===== src/rtl/riscv_pkg.sv =====
// Shared types for the data cache: controller state encoding and the stored line record.
// Line fields are sized for the widest supported datapath (NBITS <= LINE_W_MAX).
package riscv_pkg;

  localparam int LINE_W_MAX = 32;

  typedef enum logic [1:0] {
    IDLE,
    FILL,
    WRITE,
    RESP
  } dcache_state_t;

  typedef struct packed {
    logic                  valid;
    logic [LINE_W_MAX-1:0] tag;
    logic [LINE_W_MAX-1:0] data;
  } dcache_line_t;

endpackage


===== src/rtl/dcache_array.sv =====
// Tag/data/valid storage for the direct-mapped cache: one combinational read port,
// one synchronous write port, valid bits cleared in bulk on reset.
module dcache_array
  import riscv_pkg::*;
#(
  parameter int NLINES = 8,
  parameter int IDXW   = $clog2(NLINES)
) (
  input  logic         clock,
  input  logic         reset,
  input  logic [IDXW-1:0] rd_idx,
  output dcache_line_t rd_line,
  input  logic         wr_en,
  input  logic [IDXW-1:0] wr_idx,
  input  dcache_line_t wr_line
);

  logic [NLINES-1:0]     valid_q;
  logic [LINE_W_MAX-1:0] tag_mem  [NLINES];
  logic [LINE_W_MAX-1:0] data_mem [NLINES];

  // NOTE: flops use <= so every register samples pre-edge values regardless of block order.
  always_ff @(posedge clock) begin
    if (reset) begin
      valid_q <= '0;
    end else if (wr_en) begin
      valid_q[wr_idx] <= wr_line.valid;
    end
  end

  // NOTE: tag/data RAM has no reset; contents are ignored until the line's valid bit is set.
  always_ff @(posedge clock) begin
    if (wr_en) begin
      tag_mem[wr_idx]  <= wr_line.tag;
      data_mem[wr_idx] <= wr_line.data;
    end
  end

  assign rd_line = '{valid: valid_q[rd_idx], tag: tag_mem[rd_idx], data: data_mem[rd_idx]};

endmodule


===== src/rtl/dcache.sv =====
// Direct-mapped, one-word-per-line, write-through/no-write-allocate data cache.
// Define DCACHE_STATS_EN to add saturating hit_count/miss_count outputs.
module dcache
  import riscv_pkg::*;
#(
  parameter int NBITS  = 8,
  parameter int NLINES = 8
) (
  input  logic             clock,
  input  logic             reset,
  input  logic [NBITS-1:0] addr,
  input  logic [NBITS-1:0] wdata,
  input  logic             MemRead,
  input  logic             MemWrite,
  output logic [NBITS-1:0] rdata,
  output logic             busy,
  output logic             mem_req,
  output logic             mem_we,
  output logic [NBITS-1:0] mem_addr,
  output logic [NBITS-1:0] mem_wdata,
  input  logic [NBITS-1:0] mem_rdata,
  input  logic             mem_ack
`ifdef DCACHE_STATS_EN
  ,
  output logic [15:0]      hit_count,
  output logic [15:0]      miss_count
`endif
);

  localparam int IDXW = $clog2(NLINES);
  localparam int TAGW = NBITS - IDXW - 2;

  dcache_state_t    state_q, state_d;
  dcache_line_t     rd_line, wr_line;
  logic [IDXW-1:0]  idx;
  logic [TAGW-1:0]  tag;
  logic [NBITS-1:0] word_addr;
  logic             hit, arr_we, fill_start, hit_done;

  assign idx       = addr[IDXW+1:2];
  assign tag       = addr[NBITS-1:IDXW+2];
  assign word_addr = addr & ~NBITS'(3);
  assign hit       = rd_line.valid && (rd_line.tag == LINE_W_MAX'(tag));

  dcache_array #(
    .NLINES (NLINES),
    .IDXW   (IDXW)
  ) u_array (
    .clock   (clock),
    .reset   (reset),
    .rd_idx  (idx),
    .rd_line (rd_line),
    .wr_en   (arr_we),
    .wr_idx  (idx),
    .wr_line (wr_line)
  );

  always_ff @(posedge clock) begin
    if (reset) state_q <= IDLE;
    else       state_q <= state_d;
  end

  // NOTE: every output of this block gets a default first, so no path can infer a latch.
  always_comb begin
    state_d    = state_q;
    busy       = 1'b0;
    mem_req    = 1'b0;
    mem_we     = 1'b0;
    mem_addr   = '0;
    mem_wdata  = '0;
    rdata      = '0;
    arr_we     = 1'b0;
    wr_line    = rd_line;
    fill_start = 1'b0;
    hit_done   = 1'b0;
    // Reset forces every output low and blocks any pending line update this cycle.
    if (!reset) begin
      case (state_q)
        IDLE: begin
          if (MemWrite) begin
            busy    = 1'b1;
            state_d = WRITE;
          end else if (MemRead) begin
            if (hit) begin
              rdata    = NBITS'(rd_line.data);
              hit_done = 1'b1;
            end else begin
              busy       = 1'b1;
              fill_start = 1'b1;
              state_d    = FILL;
            end
          end
        end
        FILL: begin
          busy     = 1'b1;
          mem_req  = 1'b1;
          mem_addr = word_addr;
          if (mem_ack) begin
            arr_we  = 1'b1;
            wr_line = '{valid: 1'b1, tag: LINE_W_MAX'(tag), data: LINE_W_MAX'(mem_rdata)};
            state_d = RESP;
          end
        end
        WRITE: begin
          busy      = 1'b1;
          mem_req   = 1'b1;
          mem_we    = 1'b1;
          mem_addr  = word_addr;
          mem_wdata = wdata;
          if (mem_ack) begin
            arr_we       = hit;
            wr_line.data = LINE_W_MAX'(wdata);
            state_d      = RESP;
          end
        end
        RESP: begin
          rdata   = NBITS'(rd_line.data);
          state_d = IDLE;
        end
        default: state_d = IDLE;
      endcase
    end
  end

`ifdef DCACHE_STATS_EN
  logic [15:0] hit_count_q, miss_count_q;

  always_ff @(posedge clock) begin
    if (reset) begin
      hit_count_q  <= '0;
      miss_count_q <= '0;
    end else begin
      if (hit_done && hit_count_q != 16'hFFFF)    hit_count_q  <= hit_count_q + 16'd1;
      if (fill_start && miss_count_q != 16'hFFFF) miss_count_q <= miss_count_q + 16'd1;
    end
  end

  assign hit_count  = hit_count_q;
  assign miss_count = miss_count_q;
`else
  logic unused_stats;
  assign unused_stats = hit_done ^ fill_start;
`endif

endmodule


===== config.mk =====
export PLATFORM = sky130hd
export DESIGN_NAME = dcache
export DESIGN_NICKNAME = d
export VERILOG_FILES = /design/src/rtl/riscv_pkg.sv /design/src/rtl/dcache_array.sv /design/src/rtl/dcache.sv
export SDC_FILE = /design/constraint.sdc
export NUM_CORES = 1
export LEC_CHECK = 0
export ABC_AREA = 1
export BUFFER_PORTS_ARGS = -buffer_cell sky130_fd_sc_hd__buf_2
export CAP_MARGIN = 25
export CORE_MARGIN = 4
export CORE_UTILIZATION = 50
export DETAILED_ROUTE_END_ITERATION = 6
export GPL_TIMING_DRIVEN = 0
export PLACE_DENSITY = 0.68
export SYNTH_ARGS = -nofsm -noshare
export SYNTH_HDL_FRONTEND = slang
export SYNTH_SLANG_ARGS = --single-unit

===== constraint.sdc =====
create_clock -name clock -period 7 [get_ports clock]
set_input_delay 1.75 -clock clock [delete_from_list [all_inputs] [get_ports clock]]
set_output_delay 1.75 -clock clock [all_outputs]
set_load 0.05 [all_outputs]

# After elaboration in Yosys (flattened, before gate mapping)
# Memories as Yosys holds them, arrays and structs flattened.
# Cells that the tools add are included.
[op_classes]
order_cmp = 2
n_eq_ne = 7
n_mux = 39
n_reduce_logical = 5
[ops]
columns = ["op", "n"]
rows = [
  ["$mux W65", 2],
  ["$mux W8", 8],
  ["$pmux W32 S2", 1],
  ["$mux W33", 1],
  ["$eq A32 B3 Y1", 1],
  ["$mux W32", 1],
  ["$pmux W8 S2", 1],
  ["$mux W1", 15],
  ["$bwmux W8", 1],
  ["$mux W2", 4],
  ["$ne A3 B3 Y1 const B", 2],
  ["$pmux W2 S3", 1],
  ["$eq A2 B2 Y1 const B", 2],
  ["$lt A3 B4 Y1 const B", 1],
  ["$pmux W1 S2", 2],
  ["$bmux W1 S3", 1],
  ["$demux W1 S3", 1],
  ["$ge A3 B1 Y1 const B", 1],
  ["$reduce_and A3 Y1", 1],
  ["$eq A2 B1 Y1 const B", 1],
  ["$logic_and A1 B1 Y1", 2],
  ["$logic_not A2 Y1", 1],
  ["$ne A2 B1 Y1 const B", 1],
  ["$reduce_or A2 Y1", 1],
]
[word_totals]
reg_bits = 10
mem_bits_rw = 512
in_bits = 29
output_inout_bits = 27
mem_count = 2
[mem_list]
columns = ["name", "depth", "width", "read_ports", "rd_clocked_by_memory_dff", "wr", "line", "rtl"]
rows = [
  ["u_array.data_mem", 8, 32, 1, 0, 1, "dcache_array.sv:20", "logic [LINE_W_MAX-1:0] data_mem [NLINES];"],
  ["u_array.tag_mem", 8, 32, 1, 0, 1, "dcache_array.sv:19", "logic [LINE_W_MAX-1:0] tag_mem [NLINES];"],
]

# Logic depth before layout (Yosys ltp)
[depth]
ltp_word = 8
mapped_depth = 18

# Hierarchy
# From an unflattened synthesis, not the netlist that was laid out.
[unflattened]
hier_cells = 2608
area_unflattened_um2 = 24151.9
[by_module_without_submodules]
columns = ["mod", "instances", "cells_each", "area_per_inst_um2", "seq_area_each_um2"]
rows = [
  ["dcache_array", 1, 2294, 22696.8, 15534.9],
  ["dcache", 1, 314, 1455.1, 40.0],
]

# Least setup slack after synthesis
# No wires, ideal clock.
[synth_timing]
path_type = "input -> output"
startpoint = "input addr[3]"
endpoint = "output rdata[0]"
t_arrival_ps = 3886
t_required_ps = 5250
path_slack_ps = 1364
path_stages = 13
path_cell_list = "buf_4 -> nor2_2 -> buf_2 -> o211ai_1 -> nand2_1 -> nor2_1 -> nand2_1 -> nand2_1 -> nor2_1 -> nand2_1 -> o31ai_2 -> nand3_2 -> nor2_1"
[synth_between]
elab_chain_len = 8
elab_cells_between_ends = 11
[synth_rtl]
columns = ["element", "line", "rtl"]
rows = [
  ["start, declared", "dcache.sv:11", "input logic [NBITS-1:0] addr,"],
  ["$mem_v2 Z8 W32 / $bmux W1 S3 (equally long branches)", "--", ""],
  ["$eq A32 B3 Y1 / $mux W1 (equally long branches)", "dcache.sv:43, dcache_array.sv:39", ""],
  ["$logic_and A1 B1 Y1", "dcache.sv:43", "assign hit = rd_line.valid && (rd_line.tag == LINE_W_MAX'(tag));"],
  ["$mux W8", "dcache.sv:84", "if (hit) begin"],
  ["$mux W8", "dcache.sv:83", "end else if (MemRead) begin"],
  ["$mux W8", "dcache.sv:80", "if (MemWrite) begin"],
  ["$pmux W8 S2 *", "dcache.sv:78", "case (state_q)"],
  ["$mux W8 *", "dcache.sv:77", "if (!reset) begin"],
  ["end, declared", "dcache.sv:15", "output logic [NBITS-1:0] rdata,"],
]
# Mark *: on every way between the ends. The rest lies on a longest branch, timed or not. The select of a mux whose other input is x is not followed.

# Worst setup path after layout
[layout_timing]
startpoint = "input addr[2]"
endpoint = "output rdata[3]"
# The elaborated chain is that of the path after synthesis.

==> impl_metrics.json <==
{
  "cts_setup_buffers": 0,
  "dr.pass1.iters": 5,
  "remaining_drc_errors": 0,
  "async_flop_share_pct": 0,
  "ir_drop_uv": 156,
  "initial_utilization_pct": 51.1,
  "final_nets": 1497,
  "cp_cell_sequence": "buf_2 > inv_2 > buf_6 > buf_2 > nand2_1 > nand3_1 > nand2_1 > nor2_1 > nand2_1 > nor2_1 > nand2_1 > nor2_1 > nand2_2 > o31ai_2 > nand3_2 > nor2_1 > buf_2",
  "drt-wirelength-per-cell_um": 18.7,
  "status": "complete, no violations",
  "tightest_slew_ns": 0.896,
  "grt_max_degree": 30,
  "ys_top_cells_by_count": "471 x nand2_1, 320 x edfxtp_1, 163 x inv_1, 112 x nor2_1, 95 x nand3_1",
  "clockBufferDepth": 3,
  "drt_iter0_drc": 931,
  "synth_cells": 1369,
  "drv_slew": 0,
  "die_height_um": 177,
  "dieArea_um2": 31400,
  "cts_resized": 0,
  "yosysMostFrequentCell": "nand2_1",
  "ctsHoldBuffers": 0,
  "synth-edff-count": 320,
  "place_ws_ns": 0.534,
  "overflow": 0,
  "io_buffers": 49,
  "multi_input_area_um2": 3510,
  "grt_pass1_wl_mm": 53.3,
  "reg2reg_slack_ns": 3.37,
  "synth_top_area_share_pct": 67.2,
  "dp_hpwl_mm": 20.9,
  "period_needed_ns": 6.48,
  "hold_violations": 0,
  "placed_area_um2": 15200,
  "via_per_inst": 5.19,
  "yosysTopAreaCell": "edfxtp_1",
  "relSlewSlack_pct": 39.6,
  "path_class": "primary input to output port",
  "cts_sinks": 330,
  "dr_total_vias": 9681,
  "gp_congestion": 0.793,
  "drtAntennaViolNets": 0,
  "grt_usage_pct": 22.4,
  "antenna_found_initial": 0,
  "hold-worst-slack_ns": 0.461,
  "finalWirelength_mm": 35.0,
  "timing.fmax_ghz": 0.154,
  "synth-seq-area-share_pct": 68.6,
  "crit_path_start_kind": "primary input",
  "cpPeakStageDelay_ns": 0.35,
  "seq_area_um2": 9810,
  "core-area_um2": 28000,
  "fin_ws_ns": 0.524,
  "synth_area_um2": 14300,
  "use_met3_pct": 3.33,
  "grt.busiest_layer": "met2",
  "placementRows": 61,
  "p_per_area_nw_per_um2": 277,
  "ys_top_cells_by_area": "edfxtp_1 67%, nand2_1 12%, inv_1 4.3%",
  "hp-class": "flip-flop to flip-flop",
  "drv_cap": 0,
  "final.setup.tns_ns": 0,
  "fin_crit_sh_pct": 92.5,
  "globalRouteMet1Util_pct": 31.2,
  "crit_arrival_ns": 4.73,
  "cts_buffers": 35,
  "end_kind": "output port",
  "design_area_um2": 16200,
  "setup_violations": 0,
  "die_w_um": 177,
  "syn_area_per_cell_um2": 10.4,
  "io-pin-count": 56,
  "area_growth_pct": 13.5,
  "grt_pass1_vias": 9369,
  "tritoncts": "yes",
  "cp_data_required_time_ns": 5.25,
  "clk_pin_slew_ns": 0.05,
  "ys_types": 35,
  "leakage_nw": 6.79,
  "yosysWarnings": 0,
  "post-route-util_pct": 57.9,
  "crit_path_top_delay_cell": "buf_2",
  "ys_ff_latch": 330,
  "antennaDiodeCount": 0,
  "met2_usage_pct": 36.9,
  "cp_max_fo": 10,
  "grt_setup_unrepaired": "no",
  "fin_skew_ns": 0.0189,
  "n_fill_cell": 2373,
  "layout-drive-gt1-share_pct": 11.5,
  "clk_latency_ns": 0.51,
  "htree_num_levels": 2,
  "clk_root_buffer_cell": "clkbuf_16",
  "synth_flop_cell": "edfxtp_1"
}
worst paths after layout:
kind                                 end               start  cells after the start
hold reg to reg       u_array.valid_q[1]  u_array.valid_q[1]                      2
hold / removal        u_array.valid_q[1]  u_array.valid_q[1]                      2
setup reg to reg  u_array.tag_mem[6][13]          state_q[1]                      9
setup / recovery                rdata[3]             addr[2]                     17
critical path: cells and delay by family:
| kind | cells | cell delay [ns] |
|---|---|---|
| buffers and inverters | 5 | 1.09 |
| AO/OA/AOI/OAI | 1 | 0.24 |
| AND/OR/NAND/NOR | 11 | 1.65 |
power by group:
part | switching, mW | internal (mW) | leakage, nW
registers | 0.00742 | 2.25 | 2.98
clock network | 0.713 | 0.983 | 0.520
logic | 0.424 | 0.122 | 3.30
total | 1.14 | 3.36 | 6.79
cell type report:
type / count / share of cell area [%]
timing repair buffer: 57 / 2.50
buffer: 55 / 1.96
inverter: 177 / 4.09
clock inverter: 13 / 0.362
tap: 378 / 2.91
sequential: 330 / 60.4
multi-input combinational: 808 / 21.6
clock buffer: 48 / 6.08
through the flow:
step	instances	power (mW)
floorplan	1370	2.67
global placement	1797	2.83
detailed placement	1805	2.85
CTS	1866	4.53
global route	1866	4.66
finish	1866	4.50
logic make-up after synthesis:
group | synth area share [%]
buffers and inverters | 6.87
adders and majority gates | 0.350
other | 0.0262
DFF | 68.6
AOI/OAI and AO/OA | 3.89
and+or+nand+nor | 20.3
layout by cell type (no fill, tap or decap), drive strengths merged:
master  count
a221oi      7
dfxtp      10
a32o        2
a22oi       8
a21boi      1
or2        16
ha          4
nand2     473
o31ai       1
o21ai      34
nor3        2
nand4       8
buf        97
a21oi      21
clkinv     16
o21bai      1
o211ai      6
clkbuf     63
conb        2
nor2      118
inv       174
o21a        7
edfxtp    320
nand3      97
state kept, by name, summed over array words and instances, names as in the netlist:
| register | count |
|---|---|
| u_array.data_mem | 64 |
| u_array.valid_q | 8 |
| state_q | 2 |
| u_array.tag_mem | 256 |
routing by layer:
layer	wire (um)	vias to the layer above	share of wire, %
met4	808	0	2.3
met3	2310	62	6.6
li1	-	4675	-
met2	16800	318	48
met5	0	-	0
met1	15000	4626	43
Note: power is estimated with default switching activity, not from simulation.
